===== config.mk =====
export PLATFORM = sky130hd
export DESIGN_NAME = uart_word_serializer
export DESIGN_NICKNAME = d
export VERILOG_FILES = /design/src/rtl/uart_pkg.sv /design/src/rtl/uart_down_counter.sv /design/src/rtl/uart_word_serializer.sv
export SDC_FILE = /design/constraint.sdc
export NUM_CORES = 1
export LEC_CHECK = 0
export BUFFER_PORTS_ARGS = -buffer_cell sky130_fd_sc_hd__buf_2
export CORE_ASPECT_RATIO = 0.5
export CORE_MARGIN = 3
export CORE_UTILIZATION = 50
export CTS_CLUSTER_DIAMETER = 100
export DETAILED_ROUTE_END_ITERATION = 10
export MAX_ROUTING_LAYER = met4
export PLACE_DENSITY = 0.71
export SYNTH_ARGS = -nofsm -noshare
export SYNTH_HDL_FRONTEND = slang
export SYNTH_SLANG_ARGS = --single-unit
export TNS_END_PERCENT = 30

===== constraint.sdc =====
create_clock -name clk -period 1.7 [get_ports clk]
set_input_delay 0 -clock clk [delete_from_list [all_inputs] [get_ports clk]]
set_output_delay 0 -clock clk [all_outputs]
set_load 0.05 [all_outputs]

===== src/rtl/uart_pkg.sv =====
`default_nettype none
// ============================================================================
//  Module      : uart_pkg
//  Description : Shared definitions for the UART word path: serializer FSM
//                state encoding, the error-marker word agreed between sender
//                and receiver, the byte order, and byte-selection helpers.
//  Revision    : 1.0 - initial release
// ============================================================================
package uart_pkg;

    // Serializer FSM state encoding
    localparam logic [2:0] c_ST_IDLE   = 3'd0;
    localparam logic [2:0] c_ST_STROBE = 3'd1;
    localparam logic [2:0] c_ST_ACK    = 3'd2;
    localparam logic [2:0] c_ST_DRAIN  = 3'd3;
    localparam logic [2:0] c_ST_GAP    = 3'd4;

    // Error-marker pattern recognised by both ends of the link
    localparam logic [15:0] ERROR_WORD = 16'hCCCC;

    // The far-end assembler places the first received byte in bits 7:0
    localparam logic LOW_FIRST = 1'b1;

    function automatic logic [7:0] first_byte(input logic [15:0] word);
        return LOW_FIRST ? word[7:0] : word[15:8];
    endfunction

    function automatic logic [7:0] second_byte(input logic [15:0] word);
        return LOW_FIRST ? word[15:8] : word[7:0];
    endfunction

endpackage
`default_nettype wire


===== src/rtl/uart_down_counter.sv =====
`default_nettype none
// ============================================================================
//  Module      : uart_down_counter
//  Description : Loadable down counter that saturates at zero.
//  Ports       : clk        - clock
//                rst        - synchronous active-high reset (count -> 0)
//                i_load     - load i_load_val (has priority over i_en)
//                i_load_val - value to load
//                i_en       - decrement by one while nonzero
//                o_zero     - count is zero
//  Revision    : 1.0 - initial release
// ============================================================================
module uart_down_counter #(
    parameter int WIDTH = 4
) (
    input  logic             clk,
    input  logic             rst,
    input  logic             i_load,
    input  logic [WIDTH-1:0] i_load_val,
    input  logic             i_en,
    output logic             o_zero
);

    logic [WIDTH-1:0] r_count;

    always_ff @(posedge clk) begin
        if (rst) begin
            r_count <= '0;
        end else if (i_load) begin
            r_count <= i_load_val;
        end else if (i_en && (r_count != '0)) begin
            r_count <= r_count - WIDTH'(1);
        end
    end

    assign o_zero = (r_count == '0);

endmodule
`default_nettype wire


===== src/rtl/uart_word_serializer.sv =====
`default_nettype none
// ============================================================================
//  Module      : uart_word_serializer
//  Description : Splits a 16-bit word into two bytes (low byte first) and
//                hands them to a UART transmitter over a tx_wr / tx_busy
//                handshake, followed by an enforced idle gap.
//  Ports       : clk, reset   - clock, synchronous active-high reset
//                word_in      - word to send, taken when word_valid && word_ready
//                word_valid   - upstream has a word
//                word_ready   - block is idle and will accept a word
//                tx_data      - byte to the transmitter
//                tx_wr        - one-cycle write strobe
//                tx_busy      - transmitter is shifting a byte
//                timeout_err  - sticky: busy never acknowledged a strobe
//                sending      - a word is in progress
//  Revision    : 1.0 - initial release
// ============================================================================
module uart_word_serializer
    import uart_pkg::*;
#(
    parameter int GAP_CYCLES  = 16,
    parameter int ACK_TIMEOUT = 64
) (
    input  logic        clk,
    input  logic        reset,
    input  logic [15:0] word_in,
    input  logic        word_valid,
    output logic        word_ready,
    output logic [7:0]  tx_data,
    output logic        tx_wr,
    input  logic        tx_busy,
    output logic        timeout_err,
    output logic        sending
);

    localparam int c_ACK_W = $clog2((ACK_TIMEOUT > 2) ? ACK_TIMEOUT : 2);
    localparam int c_GAP_W = $clog2((GAP_CYCLES > 2) ? GAP_CYCLES : 2);

    // The ack counter is loaded in STROBE and counts down during ACK; the
    // timeout fires in the ACK cycle where it has reached zero, so the error
    // flag becomes visible ACK_TIMEOUT cycles after the tx_wr cycle.
    localparam logic [c_ACK_W-1:0] c_ACK_LOAD =
        c_ACK_W'((ACK_TIMEOUT >= 2) ? ACK_TIMEOUT - 2 : 0);

    // GAP lasts GAP_CYCLES cycles: loaded with GAP_CYCLES-1 on entry and
    // left when the count is zero.
    localparam logic [c_GAP_W-1:0] c_GAP_LOAD =
        c_GAP_W'((GAP_CYCLES >= 1) ? GAP_CYCLES - 1 : 0);

    // With no gap configured the word ends straight into IDLE.
    localparam logic [2:0] c_AFTER_WORD = (GAP_CYCLES == 0) ? c_ST_IDLE : c_ST_GAP;

    logic [2:0]  r_state;
    logic [2:0]  w_next_state;
    logic [15:0] r_hold;
    logic        r_byte_sel;
    logic [7:0]  r_tx_data;
    logic        r_timeout_err;

    logic        w_accept;
    logic        w_ack_load;
    logic        w_ack_en;
    logic        w_ack_zero;
    logic        w_gap_load;
    logic        w_gap_en;
    logic        w_gap_zero;
    logic        w_timeout;
    logic        w_next_byte;

    assign w_accept    = (r_state == c_ST_IDLE) && word_valid;
    assign w_ack_en    = (r_state == c_ST_ACK);
    assign w_gap_en    = (r_state == c_ST_GAP);
    assign w_timeout   = (r_state == c_ST_ACK) && !tx_busy && w_ack_zero;
    assign w_next_byte = (r_state == c_ST_DRAIN) && !tx_busy && !r_byte_sel;

    always_comb begin
        w_next_state = r_state;
        w_ack_load   = 1'b0;
        w_gap_load   = 1'b0;
        case (r_state)
            c_ST_IDLE: begin
                if (word_valid) begin
                    w_next_state = c_ST_STROBE;
                end
            end
            c_ST_STROBE: begin
                w_next_state = c_ST_ACK;
                w_ack_load   = 1'b1;
            end
            c_ST_ACK: begin
                if (tx_busy) begin
                    w_next_state = c_ST_DRAIN;
                end else if (w_ack_zero) begin
                    // Abandon the rest of the word
                    w_next_state = c_AFTER_WORD;
                    w_gap_load   = 1'b1;
                end
            end
            c_ST_DRAIN: begin
                if (!tx_busy) begin
                    if (!r_byte_sel) begin
                        w_next_state = c_ST_STROBE;
                    end else begin
                        w_next_state = c_AFTER_WORD;
                        w_gap_load   = 1'b1;
                    end
                end
            end
            c_ST_GAP: begin
                if (w_gap_zero) begin
                    w_next_state = c_ST_IDLE;
                end
            end
            default: begin
                w_next_state = c_ST_IDLE;
            end
        endcase
    end

    always_ff @(posedge clk) begin
        if (reset) begin
            r_state       <= c_ST_IDLE;
            r_hold        <= '0;
            r_byte_sel    <= 1'b0;
            r_tx_data     <= '0;
            r_timeout_err <= 1'b0;
        end else begin
            r_state <= w_next_state;
            if (w_accept) begin
                r_hold     <= word_in;
                r_byte_sel <= 1'b0;
                r_tx_data  <= first_byte(word_in);
            end
            // tx_data only changes on these two events, which keeps it
            // stable from STROBE through the end of DRAIN.
            if (w_next_byte) begin
                r_byte_sel <= 1'b1;
                r_tx_data  <= second_byte(r_hold);
            end
            if (w_timeout) begin
                r_timeout_err <= 1'b1;
            end
        end
    end

    uart_down_counter #(
        .WIDTH (c_ACK_W)
    ) u_ack_counter (
        .clk        (clk),
        .rst        (reset),
        .i_load     (w_ack_load),
        .i_load_val (c_ACK_LOAD),
        .i_en       (w_ack_en),
        .o_zero     (w_ack_zero)
    );

    uart_down_counter #(
        .WIDTH (c_GAP_W)
    ) u_gap_counter (
        .clk        (clk),
        .rst        (reset),
        .i_load     (w_gap_load),
        .i_load_val (c_GAP_LOAD),
        .i_en       (w_gap_en),
        .o_zero     (w_gap_zero)
    );

    assign word_ready  = (r_state == c_ST_IDLE);
    assign tx_wr       = (r_state == c_ST_STROBE);
    assign sending     = (r_state == c_ST_STROBE) || (r_state == c_ST_ACK) ||
                         (r_state == c_ST_DRAIN);
    assign tx_data     = r_tx_data;
    assign timeout_err = r_timeout_err;

endmodule
`default_nettype wire


After elaboration in Yosys (flattened, before gate mapping):

Cells that the tools add are included.

* output and inout bits: 12
* memory bits (read-only): 0
* input bits: 20
* flip-flop bits (word level): 39
* bits in latches: 0
* RAM bits: 0
* memories: 0
* word-level logic and storage cells: 60

* multiplexer cells: 21
* reductions and logical operators: 21
* eq/ne operators: 8
* $add $sub $neg: 2
* bitwise logic cells: 0
* shift-type cells: 0
* multiply operators: 0
* magnitude comparators: 0
* divide/modulo/power cells: 0

Operators with widths (number)
* 3-bit two-way mux: 6
* 8-bit two-way mux: 2
* 3-bit case mux with 5 select lines: 1
* 6-bit two-way mux: 2
* 4-bit two-way mux: 2
* 1-bit logical AND: 7
* 1-bit two-way mux: 7
* 3-bit by 2-bit equality test with 1-bit output (second input constant): 2
* 6-bit logical NOT: 1
* 2-bit inequality test (second input constant): 3
* 2-bit nonzero test: 3
* 6-bit nonzero test: 1
* 6-bit by 1-bit subtractor with 6-bit output (second input constant): 1
* 4-bit logical NOT: 1
* 4-bit AND reduction: 1
* 4-bit nonzero test: 1
* 4-bit by 1-bit subtractor with 4-bit output (second input constant): 1
* 3-bit by 1-bit equality test with 1-bit output (second input constant): 1
* 3-bit equality test (second input constant): 1
* 3-bit logical NOT: 1
* 3-bit inequality test (second input constant): 1
* 1-bit logical NOT: 2
* 1-bit logical OR: 2
* 1-bit case mux with 2 select lines: 1
* 2-bit OR reduction: 1

Longest topological paths before layout:

Gate-level depths: netlist (run 1).

* depth in word-level cells: 5
* gate-level depth with buffers: 6
* gate-level depth less buffers: 6

Hierarchy:

A second synthesis (run 1) with hierarchy kept.

* cells, all modules: 189
* area, all modules: 1572.8 µm²

Modules (own cells, without submodules)
* uart_word_serializer: seq. area each 420.4 µm², area an instance 938.4 µm², cells each 118, instances 1
* uart_down_counter (u_ack_counter): seq. area each 120.1 µm², area an instance 371.6 µm², cells each 42, instances 1
* uart_down_counter (u_gap_counter): seq. area each 80.1 µm², area an instance 262.8 µm², cells each 29, instances 1

Least setup slack after synthesis (run 1):

OpenSTA, ideal clock, no wires.

* path type: reg-to-output
* start: register r_state[0]
* end: output port word_ready
* stages on the path, launching flop included: 3
* slack: 0.130 ns
* data arrival time: 1.570 ns
* buffers on the path: 1
* path through: dfxtp_1 buf_2 nor3_1

* word-level cells in the longest chain between the ends: 1

RTL lines
* from (decl): line uart_word_serializer.sv:53 `logic [2:0] r_state;`
* from (signal assigned): line uart_word_serializer.sv:122 `r_state <= c_ST_IDLE;`
* from (signal assigned): line uart_word_serializer.sv:128 `r_state <= w_next_state;`
* 3-bit logical NOT: line uart_word_serializer.sv:168 `assign word_ready = (r_state == c_ST_IDLE);`
* to (decl): line uart_word_serializer.sv:28 `output logic word_ready,`

No other way between the ends.

Final worst setup path (run 1):

* start: register r_state[2]
* end: output port tx_wr

* word-level cells in the longest chain between the ends: 1

RTL lines
* 3-bit by 1-bit equality test with 1-bit output: line uart_word_serializer.sv:169 `assign tx_wr = (r_state == c_ST_STROBE);`
* to (decl): line uart_word_serializer.sv:30 `output logic tx_wr,`

No other way between the ends.

==> results of run 1 <==
-- cells by family (layout without fill, tap and decap cells) --
| family | count (synthesis) | count (layout) | share of synthesized area (%) |
|---|---|---|---|
| AOI/OAI and AO/OA | 40 | 40 | 18.83 |
| xor gates and xnor gates | 2 | 2 | 1.209 |
| adders and majority gates | 2 | 2 | 1.727 |
| buffers and inverters | 15 | 70 | 5.181 |
| DFF | 31 | 31 | 42.83 |
| muxes | 3 | 3 | 2.159 |
| and+or+nand+nor | 78 | 78 | 28.06 |
-- worst min-delay path, delay by kind of cell --
kind / cells / cell delay [ps]
AOI/OAI and AO/OA: 1 / 90
and+or+nand+nor: 1 / 60
buffers and inverters: 1 / 100
-- worst min-delay path by stage --
stage                               to  slack [ps]  depth (start not counted)
3_5_place_dp   r_hold[15]$_SDFFE_PP0P_         250                          3
4_1_cts        tx_data[6]$_SDFFE_PP0P_           5                          3
6_report       tx_data[6]$_SDFFE_PP0P_          10                          3
3_3_place_gp    r_hold[9]$_SDFFE_PP0P_         240                          3
5_1_grt        tx_data[6]$_SDFFE_PP0P_          40                          3
2_1_floorplan  r_hold[10]$_SDFFE_PP0P_         140                          2
-- per-layer routing --
metal  part of all wire [%]  vias to the layer above
li1                       -                      709
met1                     45                      609
met2                     50                       37
met3                    4.3                        2
met4                   0.24                        0
met5                      0                        -
-- cell usage in the layout, fill, tap and decap left out, types with 2 or more instances in the layout --
master,instances
a211oi_1,4
a21oi_1,20
a311oi_1,8
a311oi_2,2
buf_2,30
buf_4,10
clkbuf_8,5
dfxtp_1,31
dlygate4sd3_1,15
ha_1,2
inv_1,5
mux2i_1,2
nand2_1,36
nor2_1,17
nor2b_1,2
nor3_1,5
nor3b_1,2
nor3b_2,2
nor4_1,2
or3b_1,3
xnor2_1,2
-- sequential cells by signal, summed over array words and instances, names as in the netlist --
signal	flops
r_state	3
u_gap_counter.r_count	4
r_hold	8
timeout_err	1
tx_data	8
u_ack_counter.r_count	6
r_byte_sel	1
-- power by group through the flow --
stage	Combinational, mW	Clock (mW)	Sequential, mW
6_report	0.585	0.557	0.866
4_1_cts	0.579	0.579	0.864
3_3_place_gp	0.546	0	0.878
3_5_place_dp	0.550	0	0.880
2_1_floorplan	0.348	0	0.935
5_1_grt	0.642	0.606	0.876
-- final cells by class --
type / count / area, um2 / share of cell area [%]
flip-flops and latches: 31 / 620.6 / 32.44
well taps: 37 / 46.29 / 2.420
inverters: 6 / 22.52 / 1.177
repair buffers: 56 / 382.9 / 20.01
multi-input cells: 125 / 755.7 / 39.50
clock inverters: 2 / 12.51 / 0.6540
clock buffers: 6 / 72.57 / 3.793
-- through the flow --
step	utilization (%)	cell area (um2)	cells	power, mW
after floorplan	-	1449	171	1.283
after global placement	62.33	1673	240	1.424
after detailed placement	62.33	1673	240	1.430
after CTS	71.10	1908	263	2.022
after global routing	71.28	1913	263	2.124
final	71.28	1913	263	2.008
-- repair_timing --
action / 4_1_cts / 5_1_grt
hold buffers: 15 / 0
resized for setup: 0 / 2
endpoints found under the setup margin: 0 / 3
endpoints found under the hold margin: 15 / 0
==> flow_summary.ini, run 1 <==
[run_status]
status = finished clean

[logic_synthesis]
synth_area_leaders = dfxtp_1 43%, nand2_1 9.3%, a21oi_1 6.9%
yosysSeqAreaShare_pct = 42.83
yosysUniqueCellTypes = 37
synth_edf_count = 0
syn_area_mm2 = 0.001449
syn_avg_cell_area_um2 = 8.473
synth_common_cells = 36 x nand2_1, 31 x dfxtp_1, 20 x a21oi_1
ys.flop_type = dfxtp_1
synth_top_cell_by_area = dfxtp_1
syn-instance-count = 171
synth-seq-cells = 31
synth_nets = 193
ys_warn_count = 0
synth_top_area_share_pct = 42.83
async_reset_ff_share_pct = 0
yosysMostFrequentCell = nand2_1

[grt]
grt_pass1_wl_um = 5934
met1_usage_pct = 25.66
grt.busiest_layer = met2
antenna_found_initial = 0
met3_usage_pct = 6.301
grt_max_degree = 32
grt_usage_pct = 22.51
globalRouteOverflowTotal = 0
grt_pass1_vias = 1353
met2_usage_pct = 37.88

[hold_path]
min_from = word_in[6]
hold_path.class = primary input to flip-flop

[clock_tree]
cts_max_path_buffers = 2
cts-htree-levels = 2
cts_made_buffers = 5
clk_pin_slew_ps = 70
clk-insertion-delay-late_ps = 280
cts_tree = built
cts_root_buf = clkbuf_8
post_cts_buffers = 0
cts.sinks = 31

[timing]
drv_slew = 0
fin_tns_setup_ps = 0
final-hold-violation-count = 0
rsz0062_at_grt = no
max-slew-margin-rel_pct = 60.48
finalHoldWorstSlack_ps = 12.73
finClkSkew_ps = 7.599
setup_violations = 0
max_freq_mhz = 618.7
min_period_over_period_pct = 95.07
fin_ws_ps = 83.80
worst_slew_pin_slew_ps = 592.8
fin_crit_ps = 1616

[setup_path]
critPathArrivalTime_ps = 1620
critical_path.top_delay_family = buffers and inverters
cp_max_fo = 8
crit_chain = buf_4 -> or3b_1 -> inv_2 -> clkbuf_4
start_kind = flip-flop
cp.depth = 4
r2r_slack_ps = 140
cp_num_buf_inv = 3
critPathCaptureType = output pin
reg2reg_from = r_state[2]$_SDFFE_PP0P_
setup.worst_path.end = tx_wr
r2r-end = u_gap_counter.r_count[1]$_SDFFE_PP0P_
critical_path_class = flip-flop to output pin
crit_start = r_state[2]$_SDFFE_PP0P_
max_stage_delay_ps = 410
r2r_cells = 4
slowest_stage = or3b_1
worst_ep_required_time_ps = 1700

[floorplan]
fp.dieH_um = 44.07
initial_core_util_pct = 53.99
rows = 13
io_pins = 32
dieWidth_um = 82.13
dieArea_mm2 = 0.003619
core_area_mm2 = 0.002684

[finish]
drive_gt1_share_pct = 26.11
area_delta_synth_final_pct = 32.04
antenna_cells = 0
fillers = 210
final_nets = 247

[power_and_ir_drop]
p_sw_mw = 0.6895
power_density_mw_per_mm2 = 1050
switching_share_pct = 34.33
power_frac_comb_pct = 29.1
p_clk_share_pct = 27.7
ir_drop_mv = 0.5536
p_leak_nw = 0.7852
power_frac_seq_pct = 43.1
p_int_mw = 1.319

[detailed_routing]
drtIter0Drc = 72
ant_nets = 0
vias = 1357
routed_wl_um = 3398
viasPerCell = 5.160
drc_errors = 0
first_pass_iters = 4
wl_per_cell_um = 12.92

[place]
gp_congestion = 0.8456
port_buffers = 31
place_ws_ps = 151.4
dpl.hpwl_um = 2174

[flow_run]
drv_cap = 0
Note: power is estimated with default switching activity, not from simulation.
==> run 2, diff against run 1 <==
Settings changed: CORE_UTILIZATION 50 to 45, PLACE_DENSITY 0.71 to 0.65.
==> run 2 against run 1 <==
Effect of this change: count of clock-buffer cells in the layout did not move; core utilization down 2.6 points; combinational power increased by 3.8%; routed wire length rose by 4.6%; design area rose by 1.0%; non-clock buffer count grew 1; sequential cell count is the same; fmax rose by 0.62%; critical endpoint unchanged; die area up 9.9%; clock power increased by 2%; global-route usage fell by 2.2 points; first-iteration DRC count fell by 35%.
==> flow_summary.ini, run 2 (synthesis gave the netlist of run 1 again) <==
[floorplan]
dieWidth_um = 86.25
rows = 13
fp.dieH_um = 46.13
dieArea_mm2 = 0.003978
io_pins = 32
core_area_mm2 = 0.002814
initial_core_util_pct = 51.49

[clock_tree]
cts-htree-levels = 2
clk_pin_slew_ps = 70
cts.sinks = 31
clk-insertion-delay-late_ps = 280
cts_tree = built
cts_max_path_buffers = 2
cts_root_buf = clkbuf_8
cts_made_buffers = 5

[setup_path]
r2r_cells = 6
critical_path.top_delay_family = buffers and inverters
critical_path_class = flip-flop to output pin
critPathArrivalTime_ps = 1610
reg2reg_from = u_ack_counter.r_count[0]$_SDFFE_PP0P_
critPathCaptureType = output pin
r2r-end = u_ack_counter.r_count[4]$_SDFFE_PP0P_
start_kind = flip-flop
r2r_slack_ps = 140
slowest_stage = or3b_1
crit_chain = buf_4 -> or3b_1 -> inv_2 -> clkbuf_4
cp_num_buf_inv = 3
worst_ep_required_time_ps = 1700
cp_max_fo = 8
max_stage_delay_ps = 410

[power_and_ir_drop]
p_leak_nw = 0.7948
ir_drop_mv = 0.6464
power_density_mw_per_mm2 = 1054

[hold_path]
min_from = word_in[5]
hold_depth = 3
worstHoldEndpoint = tx_data[5]$_SDFFE_PP0P_
hold_path.class = primary input to flip-flop

[finish]
mostFrequentLayoutCells = 36 x nand2_1, 30 x buf_2, 29 x dfxtp_1
finish.utilization_pct = 68.70
finalInstanceArea_mm2 = 0.001933
stdcell_count = 264
antenna_cells = 0
final_nets = 248
fillers = 236
area_delta_synth_final_pct = 33.42
mostFrequentLayoutCell = nand2_1
drive_gt1_share_pct = 26.87

[grt]
met2_usage_pct = 34.61
grt.busiest_layer = met2
grt_usage_pct = 20.28
met3_usage_pct = 5.893
antenna_found_initial = 0
grt_pass1_wl_um = 6030
met1_usage_pct = 24.65
grt_max_degree = 25
globalRouteOverflowTotal = 0
grt_pass1_vias = 1347

[timing]
drv_slew = 0
fin_tns_setup_ps = 0
max-slew-margin-rel_pct = 66.78
max_freq_mhz = 622.6
final-hold-violation-count = 0
rsz0062_at_grt = no
finClkSkew_ps = 6.322
setup_violations = 0
worst_slew_pin_slew_ps = 498.3
fin_crit_ps = 1606
min_period_over_period_pct = 94.48

[detailed_routing]
vias = 1376
wl_per_cell_um = 13.47
drtIter0Drc = 47
ant_nets = 0
routed_wl_um = 3555
first_pass_iters = 4
viasPerCell = 5.212
drc_errors = 0

[place]
port_buffers = 31
dpl.hpwl_um = 2240
dp_cells = 241
gp_congestion = 0.7504
place_area_mm2 = 0.001693

[flow_run]
drv_cap = 0

[run_status]
status = finished clean
## run 2: how the worst max path moves through the flow
stage | endpoint | slack, ps | start | depth (start not counted)
finish | tx_wr | 90 | r_state[2]$_SDFFE_PP0P_ | 4
global route | tx_wr | 9 | r_state[2]$_SDFFE_PP0P_ | 4
CTS | tx_wr | 40 | r_state[1]$_SDFFE_PP0P_ | 4
detailed placement | u_ack_counter.r_count[3]$_SDFFE_PP0P_ | 100 | r_state[1]$_SDFFE_PP0P_ | 4
global placement | u_ack_counter.r_count[3]$_SDFFE_PP0P_ | 180 | r_state[1]$_SDFFE_PP0P_ | 4
floorplan | word_ready | 130 | r_state[0]$_SDFFE_PP0P_ | 2
## run 2: final cells by class
type                       instances  area [um2]  area share [%]
multi-input combinational        125       753.2           38.96
sequential                        31       623.1           32.23
timing repair buffer              57       402.9           20.84
clock buffer                       6       72.57           3.754
tap                               37       46.29           2.395
inverter                           6       22.52           1.165
clock inverter                     2       12.51          0.6473
## run 2: timing repair
action,in CTS,in global routing
setup endpoints to repair,0,3
resized for setup,0,3
setup buffers,0,0
hold buffers,15,0
hold endpoints to repair,15,0
## run 2: where the power goes
group / leakage [nW] / internal (mW) / switching [mW]
Sequential: 0.255 / 0.800 / 0.0619
Combinational: 0.499 / 0.244 / 0.362
Clock: 0.0412 / 0.286 / 0.283
Total: 0.795 / 1.33 / 0.707
## run 2: per-stage QoR
stage	setup slack, ps	hold WS (ps)	power [mW]
detailed placement	101.7	248.3	1.450
global placement	177.9	241.0	1.438
global route	8.710	23.14	2.148
finish	93.78	16.31	2.037
floorplan	130.5	136.0	1.283
CTS	42.43	5.870	2.046
## run 2: routing by layer
metal	routed length (um)	vias up
met3	110	2
met4	8	0
met5	0	-
li1	-	712
met1	1770	640
met2	1665	22
## run 2: tightest hold or removal path: stages
cell and delay (ps):
buf_2 100, nand2_1 60, a311oi_2 90
